## config.mk

```make
export PLATFORM = sky130hd
export DESIGN_NAME = virtual_input_ctrl_flat
export DESIGN_NICKNAME = d
export VERILOG_FILES = /design/src/rtl/virtual_input_ctrl_if.sv /design/src/rtl/virtual_input_ctrl.sv /design/src/flat_wrapper.sv
export SDC_FILE = /design/constraint.sdc
export NUM_CORES = 1
export LEC_CHECK = 0
export ABC_AREA = 0
export BUFFER_PORTS_ARGS = -buffer_cell sky130_fd_sc_hd__buf_2
export CAP_MARGIN = 20
export CORE_ASPECT_RATIO = 1.4
export CORE_MARGIN = 2
export CORE_UTILIZATION = 40
export CTS_CLUSTER_DIAMETER = 60
export DETAILED_ROUTE_END_ITERATION = 12
export RECOVER_POWER = 100
export SLEW_MARGIN = 5
export SYNTH_ARGS = -nofsm -noshare
export SYNTH_HDL_FRONTEND = slang
export SYNTH_SLANG_ARGS = --single-unit
```

## constraint.sdc

```tcl
create_clock -name clk -period 2.44 [get_ports clk]
set_clock_uncertainty 0.15 [all_clocks]
set_input_delay 0.488 -clock clk [delete_from_list [all_inputs] [get_ports clk]]
set_output_delay 0.488 -clock clk [all_outputs]
set_load 0.02 [all_outputs]
```

## src/rtl/virtual_input_ctrl_if.sv

```systemverilog
// Command channel of the virtual input controller: one valid/ready
// handshake carrying a channel selector and a 2-bit operation code.
interface virtual_input_ctrl_if #(
  parameter int SEL_W = 5
) ();

  logic             cmd_valid;
  logic             cmd_ready;
  logic [SEL_W-1:0] cmd_sel;
  logic [1:0]       cmd_op;

  // Command source: drives the command, observes ready.
  modport master (
    output cmd_valid,
    output cmd_sel,
    output cmd_op,
    input  cmd_ready
  );

  // Controller side: consumes the command, drives ready.
  modport slave (
    input  cmd_valid,
    input  cmd_sel,
    input  cmd_op,
    output cmd_ready
  );

endinterface

```

## src/rtl/virtual_input_ctrl.sv

```systemverilog
// Virtual input controller: a register bank of virtual push-buttons and
// slide switches updated by valid/ready commands (toggle, set, clear,
// timed press, clear-all).
// Optional build macro VIRTUAL_INPUT_KEY_ACTIVE_LOW_EN: drive buttons
// active-low (released = 1) to match the DE2-115 KEY pins. Switch
// polarity, FSM, handshake and timing are identical in both builds.
module virtual_input_ctrl #(
  parameter int NUM_BUTTONS  = 4,
  parameter int NUM_SWITCHES = 18,
  parameter int SEL_W        = 5,
  parameter int PULSE_CYCLES = 1000
) (
  input  logic                    clk,
  input  logic                    reset,
  virtual_input_ctrl_if.slave     cmd,
  output logic [NUM_BUTTONS-1:0]  buttons,
  output logic [NUM_SWITCHES-1:0] switches,
  output logic                    busy
);

  localparam int NUM_CH = NUM_BUTTONS + NUM_SWITCHES;
  localparam int CNT_W  = $clog2(PULSE_CYCLES + 1);
  localparam int BIDX_W = (NUM_BUTTONS > 1) ? $clog2(NUM_BUTTONS) : 1;
  localparam int SIDX_W = (NUM_SWITCHES > 1) ? $clog2(NUM_SWITCHES) : 1;

`ifdef VIRTUAL_INPUT_KEY_ACTIVE_LOW_EN
  localparam logic BTN_REL = 1'b1;
`else
  localparam logic BTN_REL = 1'b0;
`endif

  typedef enum logic [1:0] {
    OP_TOGGLE = 2'b00,
    OP_SET    = 2'b01,
    OP_CLEAR  = 2'b10,
    OP_PULSE  = 2'b11
  } op_t;

  typedef enum logic {
    IDLE  = 1'b0,
    PRESS = 1'b1
  } state_t;

  // Elaboration-time sanity check on the channel map: at least one
  // selector code must be left over for clear-all.
  if (NUM_BUTTONS < 1 || NUM_BUTTONS > 8 || NUM_SWITCHES < 1 ||
      NUM_SWITCHES > 32 || NUM_CH > (2**SEL_W) - 1 || PULSE_CYCLES < 1) begin : g_bad_cfg
    $error("virtual_input_ctrl: illegal parameter combination");
  end

  state_t              state_q, state_d;
  logic [CNT_W-1:0]    cnt_q, cnt_d;
  logic [BIDX_W-1:0]   press_idx_q, press_idx_d;
  // Button levels are kept as "asserted = 1" internally; polarity is
  // applied only at the output so the update logic is build-independent.
  logic [NUM_BUTTONS-1:0]  btn_q, btn_d;
  logic [NUM_SWITCHES-1:0] sw_q, sw_d;

  logic [SEL_W-1:0]  sel;
  op_t               op;
  logic [BIDX_W-1:0] btn_idx;
  logic [SIDX_W-1:0] sw_idx;
  logic              sel_is_btn;
  logic              sel_is_sw;

  assign sel = cmd.cmd_sel;
  assign op  = op_t'(cmd.cmd_op);

  // Legacy ordering: selector 0 is the most significant button, the first
  // switch selector is the most significant switch. Indices are only
  // meaningful when the matching sel_is_* flag is set.
  assign sel_is_btn = int'(sel) < NUM_BUTTONS;
  assign sel_is_sw  = !sel_is_btn && (int'(sel) < NUM_CH);
  assign btn_idx    = BIDX_W'(NUM_BUTTONS - 1 - int'(sel));
  assign sw_idx     = SIDX_W'(NUM_SWITCHES - 1 - (int'(sel) - NUM_BUTTONS));

  // Next-state and register-bank update for the IDLE/PRESS controller.
  always_comb begin
    // NOTE: every variable gets its hold value first so no path through
    // the case/if tree leaves one unassigned, which would infer a latch.
    state_d     = state_q;
    cnt_d       = cnt_q;
    press_idx_d = press_idx_q;
    btn_d       = btn_q;
    sw_d        = sw_q;

    case (state_q)
      IDLE: begin
        if (cmd.cmd_valid) begin
          if (sel_is_btn) begin
            case (op)
              OP_TOGGLE: btn_d[btn_idx] = ~btn_q[btn_idx];
              OP_SET:    btn_d[btn_idx] = 1'b1;
              OP_CLEAR:  btn_d[btn_idx] = 1'b0;
              OP_PULSE: begin
                // A press on an already latched button still runs and
                // releases the button when it ends.
                btn_d[btn_idx] = 1'b1;
                press_idx_d    = btn_idx;
                cnt_d          = CNT_W'(PULSE_CYCLES - 1);
                state_d        = PRESS;
              end
              default: btn_d = btn_q;
            endcase
          end else if (sel_is_sw) begin
            case (op)
              OP_SET:   sw_d[sw_idx] = 1'b1;
              OP_CLEAR: sw_d[sw_idx] = 1'b0;
              default:  sw_d[sw_idx] = ~sw_q[sw_idx];  // TOGGLE and PULSE
            endcase
          end else begin
            // Spare selector codes release everything; op is ignored.
            btn_d = '0;
            sw_d  = '0;
          end
        end
      end

      PRESS: begin
        if (cnt_q == '0) begin
          btn_d[press_idx_q] = 1'b0;
          state_d            = IDLE;
        end else begin
          cnt_d = cnt_q - CNT_W'(1);
        end
      end

      default: state_d = IDLE;
    endcase
  end

  // State and register bank, synchronous active-high reset.
  always_ff @(posedge clk) begin
    // NOTE: non-blocking assignments so every register samples the values
    // from before this edge, independent of statement order.
    if (reset) begin
      state_q     <= IDLE;
      cnt_q       <= '0;
      press_idx_q <= '0;
      btn_q       <= '0;
      sw_q        <= '0;
    end else begin
      state_q     <= state_d;
      cnt_q       <= cnt_d;
      press_idx_q <= press_idx_d;
      btn_q       <= btn_d;
      sw_q        <= sw_d;
    end
  end

  // Outputs come straight from registers; ready depends only on state.
  assign cmd.cmd_ready = (state_q == IDLE);
  assign busy          = (state_q == PRESS);
  assign buttons       = btn_q ^ {NUM_BUTTONS{BTN_REL}};
  assign switches      = sw_q;

endmodule

```

## src/flat_wrapper.sv

```systemverilog
// flat-port wrapper written by rule: the top's interface ports become plain ports
module virtual_input_ctrl_flat 
#(
  parameter int NUM_BUTTONS  = 4,
  parameter int NUM_SWITCHES = 18,
  parameter int SEL_W        = 5,
  parameter int PULSE_CYCLES = 1000
)
  (clk, reset, buttons, switches, busy, cmd_cmd_valid, cmd_cmd_sel, cmd_cmd_op, cmd_cmd_ready);
  virtual_input_ctrl_if #(.SEL_W(SEL_W)) cmd_i ();
  input  logic clk;
  input  logic reset;
  output logic [NUM_BUTTONS-1:0] buttons;
  output logic [NUM_SWITCHES-1:0] switches;
  output logic busy;
  input wire logic [$bits(cmd_i.cmd_valid)-1:0] cmd_cmd_valid;
  input wire logic [$bits(cmd_i.cmd_sel)-1:0] cmd_cmd_sel;
  input wire logic [$bits(cmd_i.cmd_op)-1:0] cmd_cmd_op;
  output wire logic [$bits(cmd_i.cmd_ready)-1:0] cmd_cmd_ready;
  assign cmd_i.cmd_valid = cmd_cmd_valid;
  assign cmd_i.cmd_sel = cmd_cmd_sel;
  assign cmd_i.cmd_op = cmd_cmd_op;
  assign cmd_cmd_ready = cmd_i.cmd_ready;
  virtual_input_ctrl #(.NUM_BUTTONS(NUM_BUTTONS), .NUM_SWITCHES(NUM_SWITCHES), .SEL_W(SEL_W), .PULSE_CYCLES(PULSE_CYCLES)) u_core (.clk(clk), .reset(reset), .cmd(cmd_i), .buttons(buttons), .switches(switches), .busy(busy));
endmodule
```

==> results.md, run 1 <==
- Status: finished clean
- Highest Clock Rate: about 450 MHz
- Crit path DAT: ~2.3 ns
- Hold Path Class: reg -> reg
- FF-to-FF setup slack: around 0.20 ns
- Final Max Tran Viols: 0
- Count of port buffers added during placement: 33
- Final-report setup violation count: 0
- Worst slew margin: 0.492
- Main combinational cell family by area after synthesis: compound AO/OA/AOI/OAI gates
- GRT Util Overall: 0.216
- Register area: approximately 700 sq um
- Skew-Pair Late Insertion Delay: around 0.28 ns
- Post-cts hold buffer count: 0
- Antenna diode count: 0
- Post-route ant nets: 0
- Seq/Total Area, Yosys: 0.274
- Tcrit/Tclk final: 0.919
- Setup crit end kind: flip-flop
- Total die area: approximately 7100 sq um
- Pre-antenna DRT Iters: 4
- Post-DP Area: between 2000 and 3000 sq um
- Synth Flop Type: dfxtp_1
- Yosys reg bits: 35
- Post-Synth Simple-Gate Area: 0.219
- Core area: roughly 6200 sq um
- Total gr overflow: 0
- Initial Util: 0.412
- Post-synth cell types: 63
- Drt drc: 0
- Yosys warns: 0
- Via density: between 6 and 7
- Share of cells above drive strength 1: 0.159
- Area Growth Syn to Fin: 16.4%
- Post-detail-place hpwl: ~5900 microns
- Mapped Nets: around 340
- Mean Syn Cell Area: 8.00 sq um
- Die Span Y: roughly 99 microns
- Reg clk slew, reported paths: 0.06 ns
- # rows: 34
- Design area: about 3000 sq um
- Startpoint types: flip-flop
- Post-synth EDFFs: 0
- Global placer's final weighted congestion: between 0.8 and 0.9
- Yosys top cell by area: dfxtp_1
- CP max FO: 6
- Nets: 390
- Largest net degree at the start of global routing: 23
- Multiplexer share of the synthesized area: 0.0572
- Crit path required time: 2.45 ns
- Buffer count from post-CTS setup fixing: 0
- TNS Setup: 0 ns
- Total Power: 1.27 mW
- RSZ-0062 raised after global routing: false
- Wire length per cell: ~17 microns
- WL final: roughly 7600 microns
- First DRT Iteration DRCs: 198
- Xor/xnor cell area share of the yosys netlist: 0.0239
- Number of global-route vias before repair: about 2600
- CP max-delay cell: or3b_2
- # resized after CTS: 0
- TritonCTS clock tree: yes
- Async set-reset flop share out of synthesis: 0
- Mapped cell area: 2560 sq um
- CTS Root Cell: clkbuf_8
- Critical path, cell by cell: inv_1 -> ha_1 -> or3b_2 -> o31a_1 -> o21ai_2 -> nor3_1 -> xnor2_1 -> a21oi_1
- Slowest cell delay on critical path: 0.51 ns
- Synth Area in Compound Gates: 0.348
- Commonest cells post-synth: 35 x dfxtp_1, 30 x o21ai_0, 26 x a21oi_1, 26 x nor2_1, 24 x nand2_1
- Clk sinks: 35
- Slew @ Worst Pin: approximately 0.76 ns
- Pwr dens: 425 nW/um^2
- Most common cell in the netlist: dfxtp_1
- Peak supply drop: 0.312 mV
- Top-area cell type share of the netlist area: 0.274
- Initial antenna violation count: 0
- Max Cap Viol: 0
- Min Tclk post-route: 2.24 ns
- First-pass GRT wire length: 12300 microns
- Top cells by area, synth: dfxtp_1 27%, o21ai_0 5.9%, a21oi_1 5.1%
- Multi-input gate area: around 1700 sq um
- Synth Area in Adders: 0.0342
- Num CTS Buffers: 5
- Worst Setup Path Type: reg -> reg
- Fillers: ~640
- Die width: ~72 microns
- Leakage Power: 1.05 nW
- Core Util, Final: 0.480
- I/O Pins: 34
- Hold Vio Cnt, Final: 0
- H-tree Lvls: 2
- Clock buffer depth: 2
- Mapped Cells: 320
- Via count: roughly 2700
[cell families (layout without fill, tap and decap cells)]
family,Yosys count,count (layout)
DFF,35,35
and+or+nand+nor,105,105
muxes,12,12
adders and majority gates,7,7
xor gates and xnor gates,7,7
buffers and inverters,27,79
AOI/OAI and AO/OA,127,127
[layer usage]
metal,GRT usage,up-vias,wire length (microns),part of all wire
met5,0,-,0,0
li1,-,1317,-,-
met4,0.0682,0,167,0.022
met1,0.248,1258,3110,0.41
met3,0.0378,14,342,0.045
met2,0.399,83,3980,0.52
[power by group]
group	switching [mW]	internal, mW	total (mW)
clock network	0.198	0.190	0.389
registers	0.00699	0.578	0.585
logic	0.183	0.109	0.292
[path summary, 6_finish.rpt]
| check | startpoint | endpoint | cells after the start |
|---|---|---|---|
| max | u_core.cnt_q[0] | u_core.cnt_q[9] | 8 |
| min | u_core.cnt_q[0] | u_core.cnt_q[0] | 1 |
| max reg2reg | u_core.cnt_q[0] | u_core.cnt_q[9] | 8 |
| min reg2reg | u_core.cnt_q[0] | u_core.cnt_q[0] | 1 |
[critical path, delay by kind of cell, from the launching register on]
family                     cells  cell delay [ns]
DFF                            1             0.34
and+or+nand+nor                2             0.60
buffers and inverters          1             0.06
adders and majority gates      1             0.18
AOI/OAI and AO/OA              3             0.67
xor gates and xnor gates       1             0.14
[registers in the layout, summed over array words and instances (netlist names)]
signal	cells
u_core.cnt_q	10
u_core.switches	18
u_core.buttons	4
u_core.busy	1
u_core.press_idx_q	2
[cell usage in the layout, fill, tap and decap left out, drive strengths merged, types with 3 or more instances in the layout]
master / instances
mux2i: 9
o31a: 8
a21oi: 26
nor3: 14
inv: 12
dfxtp: 35
o21ai: 32
o21a: 8
o211ai: 11
o311ai: 4
nor4: 3
a31oi: 3
nand3: 4
or3: 4
and2: 6
buf: 32
nand2: 24
or2: 5
o221ai: 4
a211o: 3
nor2: 27
clkbuf: 35
xnor2: 6
a211oi: 7
ha: 7
nor2b: 5
[through the flow]
| stage | cells | hold WS [ns] | setup slack, ns |
|---|---|---|---|
| CTS | 444 | 0.352 | 0.178 |
| global route | 444 | 0.395 | 0.0441 |
| finish | 444 | 0.353 | 0.197 |
| floorplan | 320 | 0.311 | 0.278 |
| detailed placement | 438 | 0.335 | -0.0482 |
| global placement | 438 | 0.335 | 0.00391 |
[final cells by class]
type | instances | area share
clock buffers | 6 | 0.0244
inverters | 12 | 0.0151
multi-input cells | 258 | 0.584
flip-flops and latches | 35 | 0.235
well taps | 72 | 0.0302
repair buffers | 61 | 0.111
No activity file was read; power rests on OpenSTA's default activity.
==> inputs of run 2 (changes only) <==
--- a/config.mk
+++ b/config.mk
@@ -8,11 +8,11 @@
 export ABC_AREA = 0
 export BUFFER_PORTS_ARGS = -buffer_cell sky130_fd_sc_hd__buf_2
 export CAP_MARGIN = 20
-export CORE_ASPECT_RATIO = 1.4
 export CORE_MARGIN = 2
 export CORE_UTILIZATION = 40
 export CTS_CLUSTER_DIAMETER = 60
 export DETAILED_ROUTE_END_ITERATION = 12
+export PLACE_DENSITY = 0.61
 export RECOVER_POWER = 100
 export SLEW_MARGIN = 5
 export SYNTH_ARGS = -nofsm -noshare
==> run 2 against run 1 <==
  * Combinational power is 5% higher
  * Hold slack better by 0.0049 ns
  * Critical path depth decreased by 1
  * Core utilization up 1.2 points
  * Via count grew 1.5%
  * Register-to-register slack worse by 0.02 ns
  * Clock-buffer cell count is 1 lower
  * Global-route usage increased by 0.80 points
  * Worst setup slack worse by 0.030 ns
  * Cell count grew 2.3%
  * Sequential share of layout area is 0.82 points lower
  * Clock power is 67% higher
==> results.md, run 2 (synthesized netlist as in run 1, its figures left out) <==
- Largest net degree at the start of global routing: 23
- GRT Util Overall: 0.224
- Slew @ Worst Pin: ~0.59 ns
- Hold Vio Cnt, Final: 0
- Via count: between 2000 and 3000
- Skew-Pair Late Insertion Delay: approximately 0.30 ns
- Share of cells above drive strength 1: 0.175
- Reg clk slew, reported paths: ~0.080 ns
- I/O Pins: 34
- Worst slew margin: 0.608
- Post-DP Area: 3000 sq um
- Max FFs per register: 18
- Status: finished clean
- # resized after CTS: 0
- Final Max Tran Viols: 0
- Core Util, Final: 0.492
- Buffer count from post-CTS setup fixing: 0
- Peak supply drop: around 0.27 mV
- Core area: 6280 sq um
- Via density: between 5 and 6
- TritonCTS clock tree: yes
- Design area: 3090 sq um
- Clk sinks: 35
- Worst Setup Path Type: in -> reg
- Drt drc: 0
- Total gr overflow: 0
- Leakage Power: 1.11 nW
- H-tree Lvls: 2
- First-pass GRT wire length: roughly 13000 microns
- First DRT Iteration DRCs: 172
- Antenna diode count: 0
- Max Cap Viol: 0
- Hold Path Class: reg -> reg
- WL final: between 7000 and 8000 microns
- Clock buffer depth: 2
- Count of port buffers added during placement: 33
- Total die area: ~7000 sq um
- Setup crit end kind: flip-flop
- RSZ-0062 raised after global routing: false
- Crit path DAT: between 2 and 2.5 ns
- # rows: 29
- Die width: 84 microns
- Die Span Y: roughly 84 microns
- Global placer's final weighted congestion: roughly 0.9
- Final-report setup violation count: 0
- Post-detail-place hpwl: between 5000 and 6000 microns
- Initial antenna violation count: 0
- Crit path required time: 2.49 ns
- CP max FO: 7
- CTS Root Cell: clkbuf_8
- Nets: 393
- Number of global-route vias before repair: between 2000 and 3000
- Pre-antenna DRT Iters: 5
- Num CTS Buffers: 5
- Startpoint types: input pin
- Area Growth Syn to Fin: 20.6%
- Wire length per cell: roughly 17 microns
- Post-cts hold buffer count: 0
- Pwr dens: around 500 nW/um^2
- Initial Util: 0.408
- Min Tclk post-route: about 2.3 ns
- Highest Clock Rate: 440 MHz
- Post-route ant nets: 0
- Commonest non-fill, non-tap cells in the layout: 35 x dfxtp_1, 30 x o21ai_0, 28 x buf_4
- Commonest non-fill, non-tap cell in the layout: dfxtp_1
- Tcrit/Tclk final: 0.931
==> run 2: where the power goes <==
| group | leakage [nW] | switching [mW] | internal [mW] |
|---|---|---|---|
| Sequential | 0.282 | 0.00658 | 0.578 |
| Clock | 0.0644 | 0.241 | 0.408 |
| Combinational | 0.763 | 0.189 | 0.117 |
| Total | 1.11 | 0.436 | 1.10 |
==> run 2: final cells by class <==
type	count	area [sq um]
Tap cell	77	96.3
Sequential cell	35	701
Clock buffer	5	68.8
Timing Repair Buffer	64	373
Multi-Input combinational cell	258	1740
Clock inverter	3	67.6
Fill cell	642	3190
Inverter	12	45.0
==> run 2: worst max-delay path, stage by stage <==
cell	delay (ns)
buf_2	0.12
ha_1	0.37
mux4_2	0.38
o21bai_1	0.13
nand4_1	0.21
a31o_2	0.34
o311ai_0	0.28
==> run 2: stage by stage <==
step	setup TNS [ns]	hold WS, ns	total power, mW	setup WS, ns	instances
final	0	0.358	1.54	0.168	454
after floorplan	0	0.311	0.785	0.278	320
after CTS	0	0.355	1.54	0.184	454
after global routing	0	0.388	1.60	0.0464	454
after global placement	-0.0416	0.339	0.899	-0.0163	446
after detailed placement	-0.492	0.336	0.900	-0.0864	446
==> run 2: path summary, 6_finish.rpt <==
check             startpoint                  to  slack, ns  cells past startpoint
max reg2reg  u_core.cnt_q[0]     u_core.cnt_q[5]       0.18                      8
min reg2reg  u_core.cnt_q[0]     u_core.cnt_q[0]       0.36                      1
min          u_core.cnt_q[0]     u_core.cnt_q[0]       0.36                      1
max           cmd_cmd_sel[1]  u_core.switches[8]       0.17                      7
==> run 2: routing by layer <==
metal | wire length [microns] | part of all wire | up-vias | global-route usage
met5 | 0 | 0 | - | 0
met4 | 161 | 0.021 | 0 | 0.0836
met3 | 390 | 0.051 | 12 | 0.0406
met2 | 3590 | 0.47 | 86 | 0.367
met1 | 3520 | 0.46 | 1289 | 0.295
li1 | - | - | 1326 | -
